==> src/rtl/ex_stage.sv <==
// Execute stage of the 32-bit RISC-V pipeline together with the EX/MEM register.
// A combinational ALU feeds the register. Store data, destination field, PC+4
// and the MEM/WB control bits pass through the same register.
module ex_stage (
    input  logic        clk,
    input  logic        reset_n,
    input  logic [8:0]  ctrl_ex,
    input  logic [31:0] rd_ex,
    input  logic [31:0] pc4_ex,
    input  logic [31:0] r_data1,
    input  logic [31:0] r_data2,
    input  logic [31:0] extended,
    output logic [4:0]  ctrl_mem,
    output logic [31:0] rd_mem,
    output logic [31:0] pc4_mem,
    output logic [31:0] alu_result,
    output logic [31:0] write_data1
);

    localparam int unsigned DATA_W    = 32;
    localparam int unsigned MEMCTRL_W = 5;
    localparam int unsigned OP_W      = 3;
    localparam int unsigned SHAMT_W   = 5;

    localparam logic [OP_W-1:0] OP_ADD = 3'b000;
    localparam logic [OP_W-1:0] OP_SUB = 3'b001;
    localparam logic [OP_W-1:0] OP_AND = 3'b010;
    localparam logic [OP_W-1:0] OP_OR  = 3'b011;
    localparam logic [OP_W-1:0] OP_SLL = 3'b100;
    localparam logic [OP_W-1:0] OP_SLT = 3'b101;

    logic [OP_W-1:0]    alu_op_c;
    logic               alu_src_c;
    logic [DATA_W-1:0]  operand_b_c;
    logic [SHAMT_W-1:0] shamt_c;
    logic [DATA_W-1:0]  alu_c;

    assign alu_op_c  = ctrl_ex[3:1];
    assign alu_src_c = ctrl_ex[0];

    // Operand B mux and ALU; reserved opcodes produce zero
    always_comb begin
        operand_b_c = alu_src_c ? extended : r_data2;
        shamt_c     = operand_b_c[SHAMT_W-1:0];
        alu_c       = '0;
        case (alu_op_c)
            OP_ADD:  alu_c = r_data1 + operand_b_c;
            OP_SUB:  alu_c = r_data1 - operand_b_c;
            OP_AND:  alu_c = r_data1 & operand_b_c;
            OP_OR:   alu_c = r_data1 | operand_b_c;
            OP_SLL:  alu_c = r_data1 << shamt_c;
            OP_SLT:  alu_c = ($signed(r_data1) < $signed(operand_b_c))
                             ? DATA_W'(1) : DATA_W'(0);
            default: alu_c = '0;
        endcase
    end

    // EX/MEM pipeline register, loads every cycle, synchronous clear
    always_ff @(posedge clk) begin
        if (!reset_n) begin
            ctrl_mem    <= '0;
            rd_mem      <= '0;
            pc4_mem     <= '0;
            alu_result  <= '0;
            write_data1 <= '0;
        end else begin
            ctrl_mem    <= ctrl_ex[8:8-MEMCTRL_W+1];
            rd_mem      <= rd_ex;
            pc4_mem     <= pc4_ex;
            alu_result  <= alu_c;
            write_data1 <= r_data2;
        end
    end

endmodule

==> config.mk <==
export PLATFORM = sky130hd
export DESIGN_NAME = ex_stage
export DESIGN_NICKNAME = d
export VERILOG_FILES = /design/src/rtl/ex_stage.sv
export SDC_FILE = /design/constraint.sdc
export NUM_CORES = 1
export LEC_CHECK = 0
export BUFFER_PORTS_ARGS = -buffer_cell sky130_fd_sc_hd__clkbuf_2
export CAP_MARGIN = 5
export CORE_ASPECT_RATIO = 1.4
export CORE_UTILIZATION = 30
export DETAILED_ROUTE_END_ITERATION = 7
export MAX_ROUTING_LAYER = met4
export PLACE_DENSITY = 0.63
export SYNTH_ARGS = -nofsm -noshare
export SYNTH_HDL_FRONTEND = slang
export SYNTH_SLANG_ARGS = --single-unit
==> constraint.sdc <==
create_clock -name clk -period 4.3 [get_ports clk]
set_clock_uncertainty 0.1 [all_clocks]
set_input_delay 0.43 -clock clk [delete_from_list [all_inputs] [get_ports clk]]
set_output_delay 0.43 -clock clk [all_outputs]
set_load 0.01 [all_outputs]
==> results of run 1 <==
==> flip-flops by register name, indices dropped and copies added (netlist names) <==
name / flops
alu_result: 32
ctrl_mem: 5
pc4_mem: 32
rd_mem: 32
write_data1: 32
==> layout make-up <==
cell class	count	area, µm²
clock buffers	17	425
clock inverters	15	233
fillers	3598	20600
inverters	100	378
multi-input cells	979	7070
flip-flops and latches	133	2660
well taps	451	564
repair buffers	389	2170
==> worst max-delay path by stage <==
stage	startpoint	to	slack [ns]	cells after the start
2_1_floorplan	ctrl_ex[0]	alu_result[29]	0.16	14
4_1_cts	ctrl_ex[0]	alu_result[29]	0.56	14
5_1_grt	ctrl_ex[0]	alu_result[0]	0.31	16
6_report	ctrl_ex[0]	alu_result[29]	0.47	15
3_3_place_gp	ctrl_ex[0]	alu_result[28]	0.19	16
3_5_place_dp	ctrl_ex[0]	alu_result[29]	0.14	15
==> cells in the mapped netlist, types with 8 or more instances <==
| cell type | n | area, µm² |
|---|---|---|
| nor3_1 | 18 | 90.1 |
| o21bai_1 | 15 | 113 |
| nand3_1 | 21 | 105 |
| xnor2_1 | 21 | 184 |
| o31ai_1 | 9 | 67.6 |
| nand2_1 | 101 | 379 |
| o221ai_1 | 17 | 149 |
| a221oi_1 | 14 | 123 |
| ha_1 | 102 | 1280 |
| and3_1 | 8 | 50.1 |
| dfxtp_1 | 133 | 2660 |
| o22ai_1 | 9 | 56.3 |
| inv_1 | 93 | 349 |
| mux2i_1 | 79 | 791 |
| nand2b_1 | 10 | 62.6 |
| nor4_1 | 10 | 62.6 |
| a21oi_1 | 100 | 500 |
| nor2_1 | 98 | 368 |
| mux4_2 | 11 | 248 |
| a21o_1 | 14 | 105 |
| a211oi_1 | 28 | 210 |
| o211ai_1 | 12 | 90.1 |
| buf_2 | 14 | 70.1 |
| a31oi_1 | 21 | 131 |
| and2_1 | 110 | 688 |
| clkbuf_1 | 59 | 221 |
| o21ai_0 | 50 | 250 |
==> report_power, final <==
group	internal (W)	switching, W
registers	0.00131	0.0000233
clock network	0.000952	0.000709
logic	0.000601	0.000930
==> worst max-delay path: stages <==
cell and delay (ns):
clkbuf_2 0.27, mux2i_4 0.29, clkinv_1 0.11, buf_4 0.17, ha_1 0.23, a211oi_1 0.41, o21ai_0 0.27, and3b_1 0.28
and4bb_2 0.36, o41ai_2 0.11, buf_4 0.17, a21o_1 0.21, nor4b_1 0.15, o311ai_0 0.42, o211ai_1 0.16
==> metrics by stage <==
stage,std cells,util,worst slack [ns],power (W),instance area (µm²)
after floorplan,1290,-,0.163,0.00224,10400
after global placement,2052,0.376,0.192,0.00286,12800
after detailed placement,2052,0.376,0.135,0.00286,12800
after CTS,2084,0.396,0.565,0.00453,13500
after global routing,2084,0.396,0.314,0.00471,13500
final,2084,0.396,0.469,0.00452,13500
==> cells by family (layout without fill, tap and decap cells) <==
kind of cell | after synthesis | after routing | synth area share
simple gates | 417 | 417 | 0.202
xor+xnor | 23 | 23 | 0.0194
buf+inv | 178 | 521 | 0.0672
mux | 95 | 95 | 0.112
flops | 133 | 133 | 0.256
fa+ha+maj | 104 | 104 | 0.126
compound gates | 340 | 340 | 0.217
==> metal layers <==
metal,GRT usage,share of wire,vias to the layer above
met2,0.462,0.50,530
met3,0.0386,0.048,147
li1,-,-,5222
met4,0.187,0.071,0
met5,-,0,-
met1,0.283,0.39,5314
==> run metrics, run 1 <==
GRT Total Usage 0.268; VDD IR max 0.206 mV; CP startpoint kind input port; largest net degree at the start of global routing 102; Synth cell types 78; Min-Delay Path Depth 2; Fin Hold WS 0.0828 ns; initial antenna violation count 0; Setup Fix Bufs, Post-CTS 0; synthesis-stage register bit count 133; commonest non-fill, non-tap cell in the layout clkbuf_2; number of synthesized flops with an enable pin 0; CTS buffer count 17; Hold EP rd_mem[9]; period utilization 0.891; setup violators final 0; Ys Warns 0; syn avg cell area 8.07 µm²; P&R area growth vs syn 29.8%; die width 159 µm; most frequent cells in the layout 303 x clkbuf_2, 133 x dfxtp_1, 110 x and2_1; cells after synthesis 1290; Boundary Pins 304; # H-tree levels 4; Worst Path Required 4.51 ns; row count 80; WL/cell 22.4 µm; die area 35400 µm²; clk slew on worst S/H paths 0.08 ns; Hold Buf Count CTS 0; Slew headroom 0.280; post-detail-place hpwl 37.9 mm; Hold Startpoint rd_ex[9]; Worst Hold Class in -> reg; Remaining Overflow, GRT 0; Mapped Area 10400 µm²; number of antenna diodes 0; clock sinks 133; antenna-violating nets left 0; CTS tree done; fin crit period 3.83 ns; clk buf depth 2; worst-margin pin slew 1.07 ns; critical path type in -> reg; die height 222 µm; share of layout cells above drive strength 1 0.277; DRC viols 0; maximum fanout along the worst path 6; Post-CTS Resized 0; first-pass GRT wire length 69.6 mm; drt via density 5.38; Leak 6.53 nW; Fmax 261 MHz; core area 34100 µm²; clock root cell clkbuf_16; crit end category flip-flop; most used flip-flop cell after synthesis dfxtp_1; I/O Buffers 303; DR vias 11213; Cell Pwr Density 335 nW/µm²; Nets 1895; WP data arrival 4.04 ns; outcome completed; final slew viol count 0; GPL Wtd Cong 1.04; Initial Util 0.305; RSZ-0062 raised after global routing no; 1st-iter DRT viols 884; sequential share of the synthesized area 0.256; Post-Syn Nets 1565; total wire length 46.6 mm; Setup TNS Final 0 ns; final hold viol count 0; Post-synth ARST share 0; vias in the first global route 11270; max cap viols 0; First-pass DRT Iterations 6
Note: power is estimated with default switching activity, not from simulation.
==> inputs of run 2 (changes only) <==
Settings changed: PLACE_DENSITY 0.63 to 0.61.
Clock period 4.3 ns to 4.77 ns, I/O delays scaled along.
==> run 2 against run 1 <==
  * Total power fell by 14%
  * Via count fell by 1.9%
  * Sequential power fell by 9.8%
  * Largest power group unchanged
==> run metrics, run 2 (synthesis results as in run 1) <==
outcome completed; max cap viols 0 (unchanged); maximum fanout along the worst path 31 (+25); # H-tree levels 4 (unchanged); core area 34100 µm² (unchanged); Post-CTS Resized 0 (unchanged); Worst Path Required 4.97 ns (+0.46 ns); Hold Startpoint rd_ex[2]; 1st-iter DRT viols 870 (-1.6%); setup violators final 0 (unchanged); drt via density 5.38 (about the same); final hold viol count 0 (unchanged); WL/cell 22.4 µm (about the same); setup slack after placement 0.185 ns (+0.0501 ns); Setup TNS Final 0 ns (unchanged); GPL Wtd Cong 1.00 (-4.2%); GRT Total Usage 0.263 (-0.00493); clock root cell clkbuf_16; vias in the first global route 10947 (-2.9%); WP data arrival 4.33 ns (+0.29 ns); commonest non-fill, non-tap cell in the layout clkbuf_2; post-detail-place hpwl 36.9 mm (-2.7%); Worst Hold Class in -> reg; row count 80 (unchanged); antenna-violating nets left 0 (unchanged); DR vias 10995 (-1.9%); Nets 1854 (-2.2%); critical path type in -> reg; P&R area growth vs syn 26.3%; share of layout cells above drive strength 1 0.259 (-0.0180); CP startpoint kind input port; Setup Fix Bufs, Post-CTS 0 (unchanged); First-pass DRT Iterations 7 (+1); die width 159 µm (unchanged); Hold Buf Count CTS 0 (unchanged); CTS tree done; clk slew on worst S/H paths 0.07 ns (about the same); VDD IR max 0.232 mV (+13%); I/O Buffers 303 (unchanged); clk buf depth 2 (unchanged); Fmax 242 MHz; Slew headroom 0.472 (+0.192); RSZ-0062 raised after global routing no; most frequent cells in the layout 303 x clkbuf_2, 133 x dfxtp_1, 110 x and2_1; total wire length 45.7 mm (-2.0%); number of antenna diodes 0 (unchanged); crit end category flip-flop; final slew viol count 0 (unchanged); die area 35400 µm² (unchanged); Worst Setup SP ctrl_ex[0]; first-pass GRT wire length 68.0 mm (-2.3%); Initial Util 0.305 (unchanged); period utilization 0.865; initial antenna violation count 0 (unchanged); clock sinks 133 (unchanged); Leak 6.30 nW (-3.5%); Cell Pwr Density 295 nW/µm² (-12%); die height 222 µm (unchanged); Boundary Pins 304 (unchanged); largest net degree at the start of global routing 102 (unchanged); worst setup margin 0.642 ns (+0.173 ns); Remaining Overflow, GRT 0 (unchanged); DRC viols 0 (unchanged); worst-margin pin slew 0.792 ns (-0.279 ns); fin crit period 4.13 ns; CTS buffer count 17 (unchanged)
==> run 2: cell types whose count changed in the layout (fill, tap and decap cells not counted) <==
cell / previous run / this run
buf_4: 85 / 44
clkinvlp_4: 0 / 1
nor2_2: 0 / 1
bufinv_16: 3 / 1
nor2_1: 98 / 97
inv_8: 3 / 5
clkinv_8: 4 / 2
clkinv_4: 1 / 2
==> run 2: worst paths after layout <==
check,endpoint,slack [ns],cells past startpoint
setup / recovery,alu_result[29],0.64,13
hold / removal,rd_mem[2],0.13,2
==> run 2: metal layers <==
layer,part of all wire,track usage,vias to the layer above
met5,0,-,-
met4,0.073,0.176,0
met3,0.056,0.0487,138
met2,0.50,0.453,538
met1,0.37,0.274,5178
li1,-,-,5141
==> run 2: cell type report <==
cell class / count / area, µm²
clock inverter: 15 / 179
sequential: 133 / 2660
clock buffer: 17 / 425
tap: 451 / 564
inverter: 100 / 378
fill: 3604 / 21000
timing repair buffer: 348 / 1870
multi-input combinational: 979 / 7070
==> run 2: where the power goes <==
| part | internal [W] | leakage [nW] | switching (W) | total, W |
|---|---|---|---|---|
| combinational | 0.000501 | 4.90 | 0.000821 | 0.00132 |
| sequential | 0.00118 | 1.10 | 0.0000198 | 0.00120 |
| clock | 0.000750 | 0.294 | 0.000614 | 0.00136 |
==> run 2: worst max-delay path: stages <==
cell	delay [ns]
clkbuf_2	0.15
buf_12	0.28
mux2i_1	0.54
ha_1	0.43
and4_1	0.28
nand3_1	0.09
and3b_1	0.30
and4bb_2	0.29
o41ai_2	0.57
a21o_1	0.28
a211oi_1	0.09
o311ai_0	0.36
o211ai_1	0.16
==> run 2: metrics by stage <==
stage | hold WS (ns) | instance area (µm²) | cells | total power [W] | util
floorplan | 0.499 | 10400 | 1290 | 0.00201 | -
global placement | 0.582 | 12500 | 2011 | 0.00252 | 0.367
detailed placement | 0.585 | 12500 | 2011 | 0.00252 | 0.367
CTS | 0.108 | 13100 | 2043 | 0.00390 | 0.385
global route | 0.121 | 13100 | 2043 | 0.00406 | 0.385
finish | 0.130 | 13100 | 2043 | 0.00388 | 0.385
